File: config.mk
export PLATFORM = sky130hd
export DESIGN_NAME = alu_result_stage
export DESIGN_NICKNAME = d
export VERILOG_FILES = /design/src/rtl/alu_result_stage.sv
export SDC_FILE = /design/constraint.sdc
export NUM_CORES = 1
export LEC_CHECK = 0
export BUFFER_PORTS_ARGS = -buffer_cell sky130_fd_sc_hd__buf_4
export CAP_MARGIN = 20
export CORE_ASPECT_RATIO = 0.75
export CORE_MARGIN = 4
export CORE_UTILIZATION = 25
export CTS_CLUSTER_DIAMETER = 120
export DETAILED_ROUTE_END_ITERATION = 16
export SYNTH_ARGS = -nofsm -noshare
export SYNTH_HDL_FRONTEND = slang
export SYNTH_SLANG_ARGS = --single-unit
File: constraint.sdc
create_clock -name clk -period 5.54 [get_ports clk]
set_input_delay 0.277 -clock clk [delete_from_list [all_inputs] [get_ports clk]]
set_output_delay 0.277 -clock clk [all_outputs]
set_load 0.05 [all_outputs]
File: src/rtl/alu_result_stage.sv
// Capture stage behind alu_top: show-ahead result FIFO with valid/ready, carry feedback
// for multi-word arithmetic, sticky overflow / illegal-mode status and an op counter.
module alu_result_stage #(
   parameter int ALU_WIDTH = 4,
   parameter int DEPTH     = 4
) (
   input  logic                       clk,
   input  logic                       rst_n,
   input  logic                       in_valid,
   output logic                       in_ready,
   input  logic [5:0]                 mode_i,
   input  logic [ALU_WIDTH-1:0]       DO_i,
   input  logic                       C_i,
   input  logic                       V_i,
   input  logic                       N_i,
   input  logic                       Z_i,
   output logic                       out_valid,
   input  logic                       out_ready,
   output logic [ALU_WIDTH-1:0]       out_data,
   output logic [3:0]                 out_flags,
   output logic                       carry_chain,
   output logic                       sticky_v,
   output logic                       illegal,
   input  logic                       sticky_clr,
   output logic [$clog2(DEPTH):0]     level,
   output logic [7:0]                 op_count
);

   localparam int AW = $clog2(DEPTH);
   localparam int EW = ALU_WIDTH + 4;
   localparam logic [AW:0]   LVL_FULL = (AW+1)'(DEPTH);
   localparam logic [AW:0]   LVL_ONE  = (AW+1)'(1);
   localparam logic [AW-1:0] PTR_ONE  = AW'(1);

   localparam logic [5:0] MODE_ADD = 6'b1001_0_1;
   localparam logic [5:0] MODE_SUB = 6'b0110_1_1;

   typedef logic [EW-1:0] entry_t;

   entry_t          mem [DEPTH];
   entry_t          last_q;
   logic [AW-1:0]   wr_ptr;
   logic [AW-1:0]   rd_ptr;

   logic mode_logic;
   logic mode_arith;
   logic mode_legal;
   logic push;
   logic store;
   logic pop;

   // Logic modes are {S,Cin=1,M=0}; arithmetic is limited to the two chained codes.
   assign mode_logic = (mode_i[1:0] == 2'b10);
   assign mode_arith = (mode_i == MODE_ADD) || (mode_i == MODE_SUB);
   assign mode_legal = mode_logic || mode_arith;

   assign in_ready  = (level != LVL_FULL);
   assign out_valid = (level != '0);

   assign push  = in_valid && in_ready;
   assign store = push && mode_legal;
   assign pop   = out_valid && out_ready;

   // Empty FIFO shows the last popped entry so the outputs do not wander.
   assign {out_data, out_flags} = out_valid ? mem[rd_ptr] : last_q;

   always_ff @(posedge clk) begin
      if (store) begin
         mem[wr_ptr] <= {DO_i, C_i, V_i, N_i, Z_i};
      end
   end

   always_ff @(posedge clk or negedge rst_n) begin
      if (!rst_n) begin
         wr_ptr <= '0;
         rd_ptr <= '0;
         level  <= '0;
         last_q <= '0;
      end else begin
         if (store) begin
            wr_ptr <= wr_ptr + PTR_ONE;
         end
         if (pop) begin
            rd_ptr <= rd_ptr + PTR_ONE;
            last_q <= mem[rd_ptr];
         end
         case ({store, pop})
            2'b10:   level <= level + LVL_ONE;
            2'b01:   level <= level - LVL_ONE;
            default: level <= level;
         endcase
      end
   end

   always_ff @(posedge clk or negedge rst_n) begin
      if (!rst_n) begin
         carry_chain <= 1'b0;
         sticky_v    <= 1'b0;
         illegal     <= 1'b0;
         op_count    <= '0;
      end else begin
         if (store) begin
            op_count <= op_count + 8'd1;
         end
         if (store && mode_arith) begin
            carry_chain <= C_i;
         end
         // Set has priority over a same-cycle clear.
         if (store && mode_arith && V_i) begin
            sticky_v <= 1'b1;
         end else if (sticky_clr) begin
            sticky_v <= 1'b0;
         end
         if (push && !mode_legal) begin
            illegal <= 1'b1;
         end else if (sticky_clr) begin
            illegal <= 1'b0;
         end
      end
   end

endmodule
# Yosys cells after proc, flatten, opt, wreduce, memory -nomap -nowiden

Memories as Yosys holds them, arrays and structs flattened.
Index checks and enable logic that the tools add are counted.

Bits in registers: 26
Memory bits (writable): 32
Input port bits: 19
Output and inout port bits: 24
Logic and storage cells: 40
Memories: 1

Reductions and logical operators: 13
Eq/ne operators: 6
Muxes and demuxes: 7
Add/sub/neg operators: 5

Memories:

| memory | depth | width | read ports | clocked after Yosys merged registers in | wr ports | RTL line | source |
|---|---|---|---|---|---|---|---|
| mem    | 4     | 8     | 1          | 0                                       | 1        | 40       | `entry_t mem [DEPTH];` |

Operators with widths:

| kind                                                                | number |
|---|---|
| 8-bit by 1-bit adder with 8-bit output (second input constant)      | 1 |
| 8-bit 2-to-1 mux                                                    | 1 |
| 6-bit by 5-bit == test with 1-bit output (second input constant)    | 1 |
| 6-bit == test (second input constant)                               | 1 |
| 1-bit logical AND                                                   | 6 |
| 3-bit one-hot mux with 2 select lines                               | 1 |
| 2-bit nonzero test                                                  | 3 |
| 1-bit 2-to-1 mux                                                    | 5 |
| 2-bit by 1-bit adder with 2-bit output (second input constant)      | 2 |
| 2-bit == test (second input constant)                               | 2 |
| 3-bit by 1-bit adder with 3-bit output (second input constant)      | 1 |
| 3-bit inequality test (second input constant)                       | 1 |
| 3-bit nonzero test                                                  | 1 |
| 3-bit by 1-bit subtractor with 3-bit output (second input constant) | 1 |
| 2-bit by 1-bit == test with 1-bit output (second input constant)    | 1 |
| 1-bit logical OR                                                    | 2 |
| 1-bit logical NOT                                                   | 1 |

# Depth between registers and ports, before layout

Gate-level depths: netlist (run 1).

Depth after elaboration: 7
Depth in mapped cells: 11
Mapped depth without buffers: 10

# Least setup slack after synthesis (run 1)

No wires, ideal clock.

Kind: register to register
Start point: register level[2]
End point: register level[2]
Library setup time: 0.082 ns
Arrival time: 2.546 ns
Slack: 2.912 ns
Clock period less this slack: 2.628 ns
Cell stages (with the launch flop): 12
Data required time: 5.458 ns
Buffers on the path: 1
Path through: dfrtp_1 or3b_4 nand2_2 a21oi_4 buf_6 inv_1 ha_1 inv_1 fa_1 xor2_1 nor2_1 xor2_1

Longest elaborated chain between the ends: 5
Elaborated cells between the ends (all ways): 11
Those cells by class: add/sub: 2; eq/ne: 3; mux: 1; reduce/logical: 5

Ends and longest elaborated chain:

| element                                                                            | RTL line | source |
|---|---|---|
| start: declaration                                                                 | 25       | `output logic [$clog2(DEPTH):0] level,` |
| start signal: assignment                                                           | 88       | `2'b10: level <= level + LVL_ONE;` |
| start signal: assignment                                                           | 89       | `2'b01: level <= level - LVL_ONE;` |
| start signal: assignment                                                           | 90       | `default: level <= level;` |
| 3-bit inequality test *                                                            | 57       | `assign in_ready = (level != LVL_FULL);` |
| net in_ready                                                                       | 10       | `output logic in_ready,` |
| 1-bit logical AND *                                                                | 60       | `assign push = in_valid && in_ready;` |
| 1-bit logical AND *                                                                | 61       | `assign store = push && mode_legal;` |
| 2-bit by 1-bit == test with 1-bit output / 2-bit == test (equally long branches)   | 87       | `case ({store, pop})` |
| 3-bit one-hot mux with 2 select lines / 2-bit nonzero test (equally long branches) | --       |  |

The timed path passes the listed nets; every way through them passes the cells marked *.
A chain may end at the register's enable or synchronous reset.

# Worst setup path after layout (run 1)

Start point: register rd_ptr[0]
End point: output port out_data[0]

Longest elaborated chain between the ends: 2

Ends and longest elaborated chain:

| element                  | RTL line | source |
|---|---|---|
| start: declaration       | 43       | `logic [AW-1:0] rd_ptr;` |
| start signal: assignment | 84       | `rd_ptr <= rd_ptr + PTR_ONE;` |
| memory 4 x 8 bit         | --       |  |
| 8-bit 2-to-1 mux         | 65       | `assign {out_data, out_flags} = out_valid ? mem[rd_ptr] : last_q;` |
| end: declaration         | 19       | `output logic [ALU_WIDTH-1:0] out_data,` |

Every way passes these cells.

==> results.cfg, run 1 <==
[setup_path]
slowest_stage = dfrtp_1
worst-setup-path-type = flip-flop to output port
crit_path_end_kind = output port
cpPeakStageDelay_ps = 690
startpoint = rd_ptr[0]$_DFFE_PN0P_
path_max_fanout = 10
cp-start-kind = flip-flop
crit_arrival_ps = 2120
crit_chain = mux4_2 > mux2_2 > buf_4
r2r-start = level[0]$_DFFE_PN0P_
crit_buf_inv = 1
critPathTopFamily = multiplexers
crit_required_ps = 5260

[global_route]
antenna_found_initial = 0
grt_max_degree = 27
overflow = 0
grt_usage_pct = 8.97
grt_pass1_vias = 1539
grt_pass1_wl_um = 7850

[hold_path]
min_from = DO_i[2]
hold_class = input pin to flip-flop

[synthesis]
yosys_warnings = 0
syn_area_um2 = 2530
synthFlopType = edfxtp_1
synth_xor_area_share_pct = 4.80
synth_cell_type_count = 33
synth_compound_area_share_pct = 2.23
postSynthAreaPerCell_um2 = 15.3
synth-seq-cells = 58
synth_top_family_by_area = multiplexers
synth.area.mux_share_pct = 12.6
ys_seq_area_share_pct = 63.7
synth_nets = 191
syn-instance-count = 165
async_flop_share_pct = 44.8
synthSimpleGateAreaFrac_pct = 9.99
synth_edf_count = 32
synth_adder_area_share_pct = 3.76

[routing]
drt-vias-per-instance = 4.00
routed_wl_um = 4660
detail-route-antenna-nets = 0
vias = 1407
drt_iter0_drc = 73
drc = 0
first_pass_iters = 4
avgRoutedWirePerCell_um = 13.2

[placement]
dp_cells = 335
port_buffers = 42
dpl.hpwl_um = 3440
pre_cts_slack_ps = 3230
gp_congestion = 0.730

[pwr]
switching_share_pct = 38.7
p_per_area_nw_per_um2 = 583
power_frac_seq_pct = 33.6
power_leakage_nw = 1.34
finalPower_mw = 1.90
intPower_mw = 1.16
p_comb_share_pct = 40.6
clkPwrFrac_pct = 25.8
vdd_ir_drop_max_uv = 228
switchingPower_uw = 736

[clocking]
cts.reportedPaths.clkPinSlew_ps = 50
clk_path_buf_depth = 2
cts_resized = 0
clk-insertion-delay-late_ps = 320
cts-htree-levels = 3
cts_tree = yes
clock-root-buffer = clkbuf_16
clkSinkCount = 58
cts_inserted_buffers = 9

[floorplan]
die_w_um = 124
coreArea_um2 = 9770
start_util_pct = 25.9
die_h_um = 95.1
rows = 31
die_area_um2 = 11800
io_pins = 43

[timing]
finalCriticalPeriod_ps = 2390
drv_slew = 0
hold_viol = 0
rsz0062_at_grt = no
hold_ws_ps = 163
fin_crit_sh_pct = 43.2
tns_ps = 0
finClkSkew_ps = 5.73
setup_viol = 0
setup_ws_ps = 3150
fmax_ghz = 0.418
worst_pin_slew_ps = 577
relSlewSlack_pct = 61.6

[final_layout]
syn2layout_area_growth_pct = 28.9
instances_no_fill = 352
fin_nets = 241
antenna_cells_inserted = 0
drive_gt1_share_pct = 38.2

[flow_run]
maxCapViolCount = 0

[outcome]
status = complete, no violations
==> worst paths after layout <==
| path | endpoint | slack [ps] | depth (start not counted) |
|---|---|---|---|
| max in group asynchronous | last_q[6]$_DFFE_PN0P_ | 4850 | 2 |
| hold reg to reg | last_q[1]$_DFFE_PN0P_ | 470 | 2 |
| min in group asynchronous | op_count[1]$_DFFE_PN0P_ | 420 | 2 |
| setup reg to reg | level[2]$_DFFE_PN0P_ | 3250 | 9 |
| hold / removal | mem[3][6]$_DFFE_PP_ | 160 | 1 |
| setup / recovery | out_data[0] | 3150 | 3 |
==> cells in the final DEF, fill, tap and decap left out, types with 2 or more instances in the layout <==
master / count
nor2_1: 2
buf_4: 42
nand3_1: 4
clkbuf_8: 2
and2_1: 6
inv_1: 8
dfrtp_1: 26
nand2_1: 25
xnor2_1: 9
o21ai_1: 2
nand4_1: 3
nand2_2: 2
clkbuf_16: 9
mux4_2: 8
edfxtp_1: 32
xor2_1: 3
mux2_2: 10
clkbuf_1: 2
ha_1: 6
clkinv_2: 3
==> per-layer routing <==
layer | GRT usage (%) | routed length [um] | vias to the layer above
met5 | 0 | 0 | -
met2 | 12.8 | 2110 | 31
li1 | - | - | 688
met1 | 11.6 | 2130 | 680
met4 | 3.83 | 69 | 0
met3 | 4.27 | 344 | 8
==> sequential cells by signal, summed over array words and instances, names as in the netlist <==
signal and flops:
carry_chain 1, op_count 8, sticky_v 1, level 3
last_q 8, wr_ptr 2, rd_ptr 2, illegal 1
mem 32
==> synthesized netlist by cell type (2+ instances only) <==
library cell	number	area [um^2]
edfxtp_1	32	961
dfrtp_1	26	651
nand2_1	25	93.8
mux2_2	10	113
xnor2_1	9	78.8
inv_1	8	30.0
mux4_2	8	180
and2_1	6	37.5
ha_1	6	75.1
nand3_1	4	20.0
nand4_1	3	18.8
xor2_1	3	26.3
buf_6	2	22.5
nand2_2	2	12.5
nor2_1	2	7.51
o21ai_1	2	10.0
==> per-stage QoR <==
| step | area (um^2) | util [%] |
|---|---|---|
| 2_1_floorplan | 2530 | - |
| 3_5_place_dp | 2980 | 30.5 |
| 4_1_cts | 3260 | 33.4 |
| 5_1_grt | 3260 | 33.4 |
| 3_3_place_gp | 2980 | 30.5 |
| 6_report | 3260 | 33.4 |
==> kinds of logic after synthesis <==
| logic type | Yosys count |
|---|---|
| and+or+nand+nor | 48 |
| buffers and inverters | 13 |
| xor gates and xnor gates | 13 |
| adders and majority gates | 7 |
| DFF | 58 |
| AOI/OAI and AO/OA | 6 |
| muxes | 20 |
==> power groups by stage <==
stage | sequential, mW | combinational, mW | clock [mW]
6_report | 0.638 | 0.773 | 0.490
5_1_grt | 0.659 | 0.832 | 0.533
4_1_cts | 0.643 | 0.784 | 0.507
3_5_place_dp | 0.649 | 0.782 | 0
3_3_place_gp | 0.647 | 0.774 | 0
2_1_floorplan | 0.713 | 0.505 | 0
==> repair_timing <==
item | in CTS | in global routing
setup buffers | 0 | 0
hold buffers | 1 | 0
endpoints found under the hold margin | 26 | 0
==> area by class of cell <==
| type | count | area [um^2] |
|---|---|---|
| clock buffers | 13 | 260 |
| clock inverters | 3 | 15.0 |
| fillers | 978 | 6510 |
| inverters | 9 | 41.3 |
| multi-input cells | 94 | 843 |
| flip-flops and latches | 58 | 1610 |
| well taps | 132 | 165 |
| repair buffers | 43 | 325 |
Note: power is estimated with default switching activity, not from simulation.
==> inputs of run 2 (changes only) <==
==> constraint.sdc (replaced) <==
create_clock -name clk -period 2.26 [get_ports clk]
set_input_delay 0.113 -clock clk [delete_from_list [all_inputs] [get_ports clk]]
set_output_delay 0.113 -clock clk [all_outputs]
set_load 0.05 [all_outputs]
==> run 2 against run 1 <==
First-iteration DRC count fell by 16%. Sequential share of layout area shrank 2.3 points. Critical path depth is 7 higher. Worst setup slack got worse by 2900 ps. Global-route usage about the same. Total power grew to 2.6 times the previous value. Register-to-register slack worse by 3000 ps. Via count grew 1.5%.
==> results.cfg, run 2 (same netlist as run 1, synthesis figures left out) <==
[setup_path]
crit_arrival_ps = 2290
crit_path_end_kind = flip-flop
cp-start-kind = flip-flop
crit_required_ps = 2490
worst-setup-path-type = flip-flop to flip-flop
path_max_fanout = 5

[timing]
worst_pin_slew_ps = 414
hold_viol = 0
fin_crit_sh_pct = 90.7
hold_ws_ps = 13.5
finalCriticalPeriod_ps = 2050
rsz0062_at_grt = no
setup_ws_ps = 209
setup_viol = 0
tns_ps = 0
relSlewSlack_pct = 72.4
finClkSkew_ps = 3.90
drv_slew = 0
fmax_ghz = 0.488

[pwr]
switchingPower_mw = 1.84
power_frac_seq_pct = 30.4
power_leakage_nw = 1.40
vdd_ir_drop_max_uv = 737
finalPower_mw = 5.02
switching_share_pct = 36.7
p_per_area_nw_per_um2 = 1470
intPower_mw = 3.17
clkPwrFrac_pct = 29.8
p_comb_share_pct = 39.8

[floorplan]
coreArea_um2 = 9770
die_area_um2 = 11800
die_h_um = 95.1
rows = 31
io_pins = 43
die_w_um = 124
start_util_pct = 25.9

[final_layout]
largest_register_ff_count = 32
drive_gt1_share_pct = 41.0
mostFrequentLayoutCells = buf_4, edfxtp_1, nand2_1
layout_commonest_cell = buf_4
antenna_cells_inserted = 0
syn2layout_area_growth_pct = 35.4
instances_no_fill = 361
largest_register = mem
fin_nets = 250
largestRegisters = mem (32), last_q (8), op_count (8)

[global_route]
grt_pass1_vias = 1551
overflow = 0
grt_pass1_wl_um = 7800
antenna_found_initial = 0
grt_usage_pct = 8.99
grt_max_degree = 27

[routing]
detail-route-antenna-nets = 0
drc = 0
drt_iter0_drc = 61
routed_wl_um = 4720
vias = 1428
drt-vias-per-instance = 3.96
avgRoutedWirePerCell_um = 13.1
first_pass_iters = 4

[clocking]
clock-root-buffer = clkbuf_16
cts_inserted_buffers = 9
clk-insertion-delay-late_ps = 320
clkSinkCount = 58
cts-htree-levels = 3
clk_path_buf_depth = 2
cts.reportedPaths.clkPinSlew_ps = 50
cts_tree = yes

[placement]
gp_congestion = 0.724
pre_cts_slack_ps = 219
port_buffers = 42
dp_cells = 338
dpl.hpwl_um = 3450

[flow_run]
maxCapViolCount = 0

[outcome]
status = complete, no violations

[hold_path]
hold_class = input pin to flip-flop
## run 2: cell types whose count changed in the layout (fill, tap and decap cells not counted), moves of 3 or more
cell and delta:
dfrtp_2 +3, dfrtp_1 -3, dlygate4sd3_1 +6, buf_4 +3, bufinv_16 +3
## run 2: stage by stage
stage	util (%)	instance area [um^2]
after floorplan	-	2550
after global placement	30.9	3020
after detailed placement	30.9	3020
after CTS	35.0	3430
after global routing	35.0	3430
final	35.0	3430
## run 2: area by class of cell
class                           count  area, um^2
Clock inverter                      7         108
Inverter                            9        41.3
Clock buffer                        9         225
Tap cell                          132         165
Timing Repair Buffer               52         408
Sequential cell                    58        1620
Fill cell                         968        6350
Multi-Input combinational cell     94         863
## run 2: power by group through the flow
| stage | logic [mW] | clock network [mW] | registers (mW) |
|---|---|---|---|
| 3_3_place_gp | 2.00 | 0 | 1.54 |
| 6_report | 2.00 | 1.50 | 1.52 |
| 3_5_place_dp | 2.01 | 0 | 1.55 |
| 5_1_grt | 2.17 | 1.58 | 1.56 |
| 2_1_floorplan | 1.26 | 0 | 1.75 |
| 4_1_cts | 2.04 | 1.53 | 1.53 |
## run 2: repair_timing
| action | CTS | global route |
|---|---|---|
| gates resized for setup | 0 | 0 |
| setup buffers | 0 | 0 |
| hold endpoints to repair | 46 | 0 |
| hold buffers | 7 | 0 |
## run 2: worst paths after layout
check / from / endpoint / cells past startpoint / slack [ps]
max in group asynchronous: rst_n / level[1]$_DFFE_PN0P_ / 2 / 1730
hold reg to reg: last_q[4]$_DFFE_PN0P_ / last_q[4]$_DFFE_PN0P_ / 2 / 470
hold / removal: DO_i[1] / mem[2][5]$_DFFE_PP_ / 1 / 10
setup / recovery: level[0]$_DFFE_PN0P_ / level[2]$_DFFE_PN0P_ / 10 / 210
setup reg to reg: level[0]$_DFFE_PN0P_ / level[2]$_DFFE_PN0P_ / 10 / 210
min in group asynchronous: rst_n / rd_ptr[1]$_DFFE_PN0P_ / 2 / 250
## run 2: metal layers
| layer | routed length, um | global-route usage, % | up-vias |
|---|---|---|---|
| met3 | 270 | 3.50 | 8 |
| met1 | 2200 | 11.6 | 681 |
| li1 | - | - | 709 |
| met5 | 0 | 0 | - |
| met4 | 66 | 3.83 | 0 |
| met2 | 2180 | 13.4 | 30 |
## run 2: critical path: stages, from the launching register on
cell	delay (ps)
dfrtp_2	430
or3b_4	400
nand2_4	90
a21oi_4	40
inv_2	70
ha_4	130
inv_2	40
fa_2	340
xor2_1	140
nor2_1	120
xor2_1	160
